<file path="src/rtl/i2c_pkg.sv">
// i2c_pkg: types and constants shared by the codec I2C target and the codec-init master.
package i2c_pkg;
    typedef enum logic [2:0] {
        ST_IDLE,
        ST_ADDR,
        ST_ACK_A,
        ST_REG_HI,
        ST_ACK_H,
        ST_REG_LO,
        ST_ACK_L,
        ST_IGNORE
    } i2c_state_t;

    localparam logic [6:0] DEV_ADDR_CODEC  = 7'b0011010;
    localparam int         CODEC_NUM_REGS  = 10;
    localparam int         I2C_SYNC_STAGES = 2;

    typedef struct packed {
        logic start;
        logic stop;
        logic scl_rise;
        logic scl_fall;
        logic sda;
    } i2c_evt_t;
endpackage

</file>
<file path="src/rtl/i2c_line_sync.sv">
// i2c_line_sync: synchronizes SCL/SDA and flags SCL edges plus START/STOP conditions.
module i2c_line_sync
    import i2c_pkg::*;
#(
    parameter int SYNC_STAGES = I2C_SYNC_STAGES
) (
    input  logic     i_clk,
    input  logic     i_rst,
    input  logic     i_scl,
    input  logic     i_sda,
    output i2c_evt_t o_evt
);
    logic [SYNC_STAGES-1:0] scl_q, sda_q;
    logic                   scl_d, sda_d;
    logic                   scl_s, sda_s;

    assign scl_s = scl_q[SYNC_STAGES-1];
    assign sda_s = sda_q[SYNC_STAGES-1];

    // Reset to the idle bus level so leaving reset never fakes an edge.
    always_ff @(posedge i_clk) begin
        if (i_rst) begin
            scl_q <= '1;
            sda_q <= '1;
            scl_d <= 1'b1;
            sda_d <= 1'b1;
        end else begin
            scl_q <= SYNC_STAGES'({scl_q, i_scl});
            sda_q <= SYNC_STAGES'({sda_q, i_sda});
            scl_d <= scl_s;
            sda_d <= sda_s;
        end
    end

    assign o_evt = '{
        start:    scl_d & scl_s & sda_d & ~sda_s,
        stop:     scl_d & scl_s & ~sda_d & sda_s,
        scl_rise: ~scl_d & scl_s,
        scl_fall: scl_d & ~scl_s,
        sda:      sda_s
    };
endmodule

</file>
<file path="src/rtl/i2c_codec_target.sv">
// i2c_codec_target: write-only I2C target for the codec control port.
// Frames are START, address byte, {reg_addr, data[8]}, data[7:0], STOP.
module i2c_codec_target
    import i2c_pkg::*;
#(
    parameter logic [6:0] DEV_ADDR    = DEV_ADDR_CODEC,
    parameter int         NUM_REGS    = CODEC_NUM_REGS,
    parameter int         SYNC_STAGES = I2C_SYNC_STAGES
) (
    input  logic       i_clk,
    input  logic       i_rst,
    input  logic       i_scl,
    input  logic       i_sda,
    output logic       o_sda_pull,
    output logic       o_wr_valid,
    output logic [6:0] o_wr_addr,
    output logic [8:0] o_wr_data,
    output logic       o_err,
    output logic       o_busy,
    input  logic [3:0] i_rd_addr,
    output logic [8:0] o_rd_data
);
    localparam logic [6:0] NREG7 = 7'(NUM_REGS);
    localparam logic [3:0] NREG4 = 4'(NUM_REGS);

    i2c_evt_t   ev;
    i2c_state_t state;
    logic [7:0] shreg, hi;
    logic [2:0] bcnt;
    logic       full, commit, armed;
    logic [8:0] regs [NUM_REGS];

    i2c_line_sync #(.SYNC_STAGES(SYNC_STAGES)) u_sync (
        .i_clk (i_clk),
        .i_rst (i_rst),
        .i_scl (i_scl),
        .i_sda (i_sda),
        .o_evt (ev)
    );

    assign o_rd_data = (i_rd_addr < NREG4) ? regs[i_rd_addr] : '0;

    always_ff @(posedge i_clk) begin
        o_wr_valid <= 1'b0;
        o_err      <= 1'b0;
        commit     <= 1'b0;
        if (i_rst) begin
            state      <= ST_IDLE;
            shreg      <= '0;
            hi         <= '0;
            bcnt       <= '0;
            full       <= 1'b0;
            armed      <= 1'b0;
            o_sda_pull <= 1'b0;
            o_busy     <= 1'b0;
            o_wr_addr  <= '0;
            o_wr_data  <= '0;
            for (int i = 0; i < NUM_REGS; i++) regs[i] <= '0;
        end else if (ev.start || ev.stop) begin
            state      <= ev.start ? ST_ADDR : ST_IDLE;
            o_busy     <= ev.start;
            bcnt       <= '0;
            full       <= 1'b0;
            armed      <= 1'b0;
            o_sda_pull <= 1'b0;
        end else begin
            if (commit) begin
                if (hi[7:1] < NREG7) begin
                    regs[hi[4:1]] <= {hi[0], shreg};
                    o_wr_valid    <= 1'b1;
                    o_wr_addr     <= hi[7:1];
                    o_wr_data     <= {hi[0], shreg};
                end else begin
                    o_err <= 1'b1;
                end
            end
            case (state)
                ST_ADDR, ST_REG_HI, ST_REG_LO, ST_IGNORE: begin
                    if (ev.scl_rise) begin
                        shreg  <= {shreg[6:0], ev.sda};
                        bcnt   <= bcnt + 3'd1;
                        full   <= bcnt == 3'd7;
                        commit <= state == ST_REG_LO && bcnt == 3'd7;
                        if (state == ST_IGNORE && armed && bcnt == 3'd7) begin
                            o_err <= 1'b1;
                            armed <= 1'b0;
                        end
                    end else if (ev.scl_fall && full) begin
                        full <= 1'b0;
                        if (state == ST_ADDR) begin
                            state      <= (shreg == {DEV_ADDR, 1'b0}) ? ST_ACK_A : ST_IGNORE;
                            o_sda_pull <= shreg == {DEV_ADDR, 1'b0};
                        end else if (state != ST_IGNORE) begin
                            state      <= (state == ST_REG_HI) ? ST_ACK_H : ST_ACK_L;
                            hi         <= (state == ST_REG_HI) ? shreg : hi;
                            o_sda_pull <= 1'b1;
                        end
                    end
                end
                ST_ACK_A, ST_ACK_H, ST_ACK_L: begin
                    if (ev.scl_fall) begin
                        o_sda_pull <= 1'b0;
                        armed      <= state == ST_ACK_L;
                        state      <= (state == ST_ACK_A) ? ST_REG_HI :
                                      (state == ST_ACK_H) ? ST_REG_LO : ST_IGNORE;
                    end
                end
                default: ;
            endcase
        end
    end
endmodule

</file>
<file path="config.mk">
export PLATFORM = sky130hd
export DESIGN_NAME = i2c_codec_target
export DESIGN_NICKNAME = d
export VERILOG_FILES = /design/src/rtl/i2c_pkg.sv /design/src/rtl/i2c_line_sync.sv /design/src/rtl/i2c_codec_target.sv
export SDC_FILE = /design/constraint.sdc
export NUM_CORES = 1
export LEC_CHECK = 0
export ABC_AREA = 1
export CORE_ASPECT_RATIO = 1.25
export CORE_UTILIZATION = 58
export DETAILED_ROUTE_END_ITERATION = 10
export PLACE_DENSITY = 0.81
export SYNTH_ARGS = -nofsm -noshare
export SYNTH_HDL_FRONTEND = slang
export SYNTH_SLANG_ARGS = --single-unit
</file>
<file path="constraint.sdc">
create_clock -name i_clk -period 2.3 [get_ports i_clk]
set_clock_uncertainty 0.1 [all_clocks]
set_input_delay 0.345 -clock i_clk [delete_from_list [all_inputs] [get_ports i_clk]]
set_output_delay 0.345 -clock i_clk [all_outputs]
set_load 0.05 [all_outputs]
</file>
==> impl_metrics.py <==
metrics = {
    "grt": {
        "grt_util_all_layers": 0.328,
        "grt_pass1_vias": 5205,
        "grt_remaining_overflow": 0,
        "grt_max_degree": 42,
        "antenna_found_initial": 0,
        "grt_pass1_wl_mm": 26.8,
    },
    "final_layout": {
        "n_antenna_cell": 0,
        "ff_latch_area_mm2": 0.00372,
        "drive_gt1_frac": 0.171,
        "multi_input_comb_area_mm2": 0.00212,
        "final_cell_mix": "nor2_1 (124), nand2_1 (122), edfxtp_1 (90)",
        "syn_to_final_growth_pct": 26.0,
        "final_nets": 739,
        "fillers": 645,
        "final_common_cell": "nor2_1",
        "fin_util": 0.761,
    },
    "sta": {
        "fin_crit_ns": 2.18,
        "tns_ns": 0,
        "hold_viol": 0,
        "post-route-period-util": 0.946,
        "fmax_mhz": 460,
        "timing.slew.headroom": 0.643,
        "worst_slack_ns": 0.125,
        "finalSetupViolCount": 0,
        "rsz0062_at_grt": "false",
        "worst_slew_pin_slew_ns": 0.534,
        "final_max_slew_viol_count": 0,
    },
    "power": {
        "power.internal_mw": 5.17,
        "swShare": 0.227,
        "power_frac_comb": 0.096,
        "pwr-share-clk": 0.472,
        "leakage_nw": 3.16,
        "ir_worst_vdd_mv": 0.525,
        "p_switching_mw": 1.52,
        "powerDensity_mw_per_mm2": 856,
        "power_frac_seq": 0.432,
        "finalPower_mw": 6.69,
    },
    "routing": {
        "wl_met1_mm": 5.73,
        "met3_length_mm": 1.26,
        "ant_nets": 0,
        "drc": 0,
        "vias": 5108,
        "wirelength_mm": 17.0,
        "topRoutingLayerUsed": "met4",
        "met2WireLength_mm": 8.93,
        "drt_first_pass_iters": 5,
        "viasPerCell": 5.86,
        "wl_per_cell_um": 19.5,
        "drt_iter0_markers": 511,
    },
    "placement": {
        "dpl.hpwl_mm": 10.8,
        "gp_congestion": 0.875,
        "place_ws_ns": -0.0624,
        "port_buffers": 36,
    },
    "floorplan": {
        "core_mm2": 0.0103,
        "die_h_um": 118,
        "floorplan.initialDensity": 0.604,
        "row_count": 41,
        "dieArea_mm2": 0.0111,
        "num_io_pins": 37,
        "fp.dieW_um": 94.5,
    },
    "worst_setup_path": {
        "rr_worst_depth": 9,
        "critPathMaxFanout": 12,
        "critPathCaptureType": "primary output",
        "cp-start-kind": "input port",
        "setup.worst_path.start": "i_rd_addr[3]",
        "r2r_start": "u_sync.sda_q[1]$_SDFF_PP1_",
        "r2r_setup_slack_ns": 0.22,
        "path_class": "in2out",
        "arrival_ns": 1.73,
        "rr_endpoint": "regs[4][5]$_SDFFCE_PN0P_",
        "worstSetupEndpoint": "o_rd_data[7]",
        "worstPathRequired_ns": 1.86,
    },
    "clocking": {
        "htree_levels": 4,
        "clk_path_buf_depth": 2,
        "cts_root_buf": "clkbuf_16",
        "hold_buffers": 0,
        "cts.sinks": 141,
        "cts_buffers": 17,
        "clk_latency_ns": 0.42,
        "cts_tree": "yes",
        "clk_pin_slew_ns": 0.05,
    },
    "flow_run": {
        "maxCapViolCount": 0,
    },
    "synth": {
        "synth-async-reset-ratio": 0,
        "yosysSeqAreaShare": 0.601,
        "synth_nets": 662,
        "synth.distinct_cells": 33,
        "synth-seq-cells": 141,
        "synth_edf_count": 90,
        "syn_inst": 652,
        "synth_area_mm2": 0.00620,
        "ys.warnings.count": 0,
        "avgSynthCellArea_um2": 9.50,
        "ys.flop_type": "edfxtp_1",
    },
    "hold_path": {
        "hp-class": "reg2reg",
    },
    "run_status": {
        "status": "completed",
    },
}
stage by stage:
step	instances	cell area [um^2]	hold WS, ns
6_report	871	7810	0.314
5_1_grt	871	7810	0.340
4_1_cts	871	7810	0.320
3_5_place_dp	833	7070	0.303
3_3_place_gp	833	7070	0.292
2_1_floorplan	652	6200	0.289
critical path: stages:
cell and delay (ns):
dlygate4sd2_1 0.28, buf_6 0.17, o21bai_1 0.17, o21ai_0 0.22, nand2_1 0.12, nand2_1 0.10
nand2_1 0.05, nand2_1 0.07, buf_4 0.19
power groups by stage:
stage                     Combinational (mW)  Sequential, mW  Clock (mW)
after floorplan                        0.398            2.91           0
after global placement                 0.578            2.93           0
after detailed placement               0.607            2.93           0
after CTS                              0.630            2.88        3.17
after global routing                   0.700            2.89        3.27
final                                  0.641            2.89        3.16
cells by family (layout without fill, tap and decap cells):
family	Yosys count	after routing	share of synthesized area
AND/OR/NAND/NOR	306	306	0.223
flip-flops	141	141	0.601
AO/OA/AOI/OAI	123	123	0.114
buffers and inverters	79	169	0.0573
adder cells (fa/ha/maj)	2	2	0.00404
XOR/XNOR	1	1	0.00141
what timing repair did:
item / CTS / global route
pin swaps: 1 / 0
gates cloned: 1 / 0
endpoints found under the setup margin: 9 / 2
setup buffers: 5 / 0
gates resized for setup: 13 / 2
how the worst min path moves through the flow:
stage                                from                    endpoint  slack [ns]  cells after the start
6_report       u_sync.sda_q[0]$_SDFF_PP1_  u_sync.sda_q[1]$_SDFF_PP1_        0.31                      1
5_1_grt        u_sync.sda_q[0]$_SDFF_PP1_  u_sync.sda_q[1]$_SDFF_PP1_        0.34                      1
4_1_cts        u_sync.sda_q[0]$_SDFF_PP1_  u_sync.sda_q[1]$_SDFF_PP1_        0.32                      1
3_5_place_dp   u_sync.scl_q[0]$_SDFF_PP1_  u_sync.scl_q[1]$_SDFF_PP1_        0.30                      1
3_3_place_gp   u_sync.sda_q[0]$_SDFF_PP1_  u_sync.sda_q[1]$_SDFF_PP1_        0.29                      1
2_1_floorplan  u_sync.scl_q[0]$_SDFF_PP1_  u_sync.scl_q[1]$_SDFF_PP1_        0.29                      1
final cells by class:
class                      instances  area share
clock buffer                      19      0.0554
clock inverter                    13      0.0312
inverter                          46      0.0221
multi-input combinational        432       0.272
sequential                       141       0.477
tap                              129      0.0207
timing repair buffer              91       0.122
layer usage:
metal  up-vias  global-route usage
met4         0               0.227
met1      2389               0.351
met2       311               0.552
met3        80              0.0866
met5         -                   0
li1       2328                   -
state kept, by name (all words and copies together) (netlist names):
register      count
regs             90
o_wr_data         9
hi                8
shreg             8
o_wr_addr         7
bcnt              3
state             3
u_sync.scl_q      2
u_sync.sda_q      2
armed             1
commit            1
full              1
o_busy            1
o_err             1
o_sda_pull        1
o_wr_valid        1
u_sync.scl_d      1
u_sync.sda_d      1
cells in the mapped netlist, types with 6 or more instances:
master | n | area (um^2)
clkbuf_1 | 20 | 75.1
o21a_1 | 15 | 113
o21bai_1 | 9 | 67.6
a21oi_1 | 23 | 115
o22ai_1 | 9 | 56.3
inv_1 | 43 | 161
nand2_1 | 122 | 458
nand2_4 | 6 | 67.6
edfxtp_1 | 90 | 2700
dfxtp_1 | 51 | 1020
nor2_2 | 6 | 37.5
nand3_1 | 28 | 140
o21ai_0 | 58 | 290
nor2_1 | 124 | 465
Note: power is estimated with default switching activity, not from simulation.
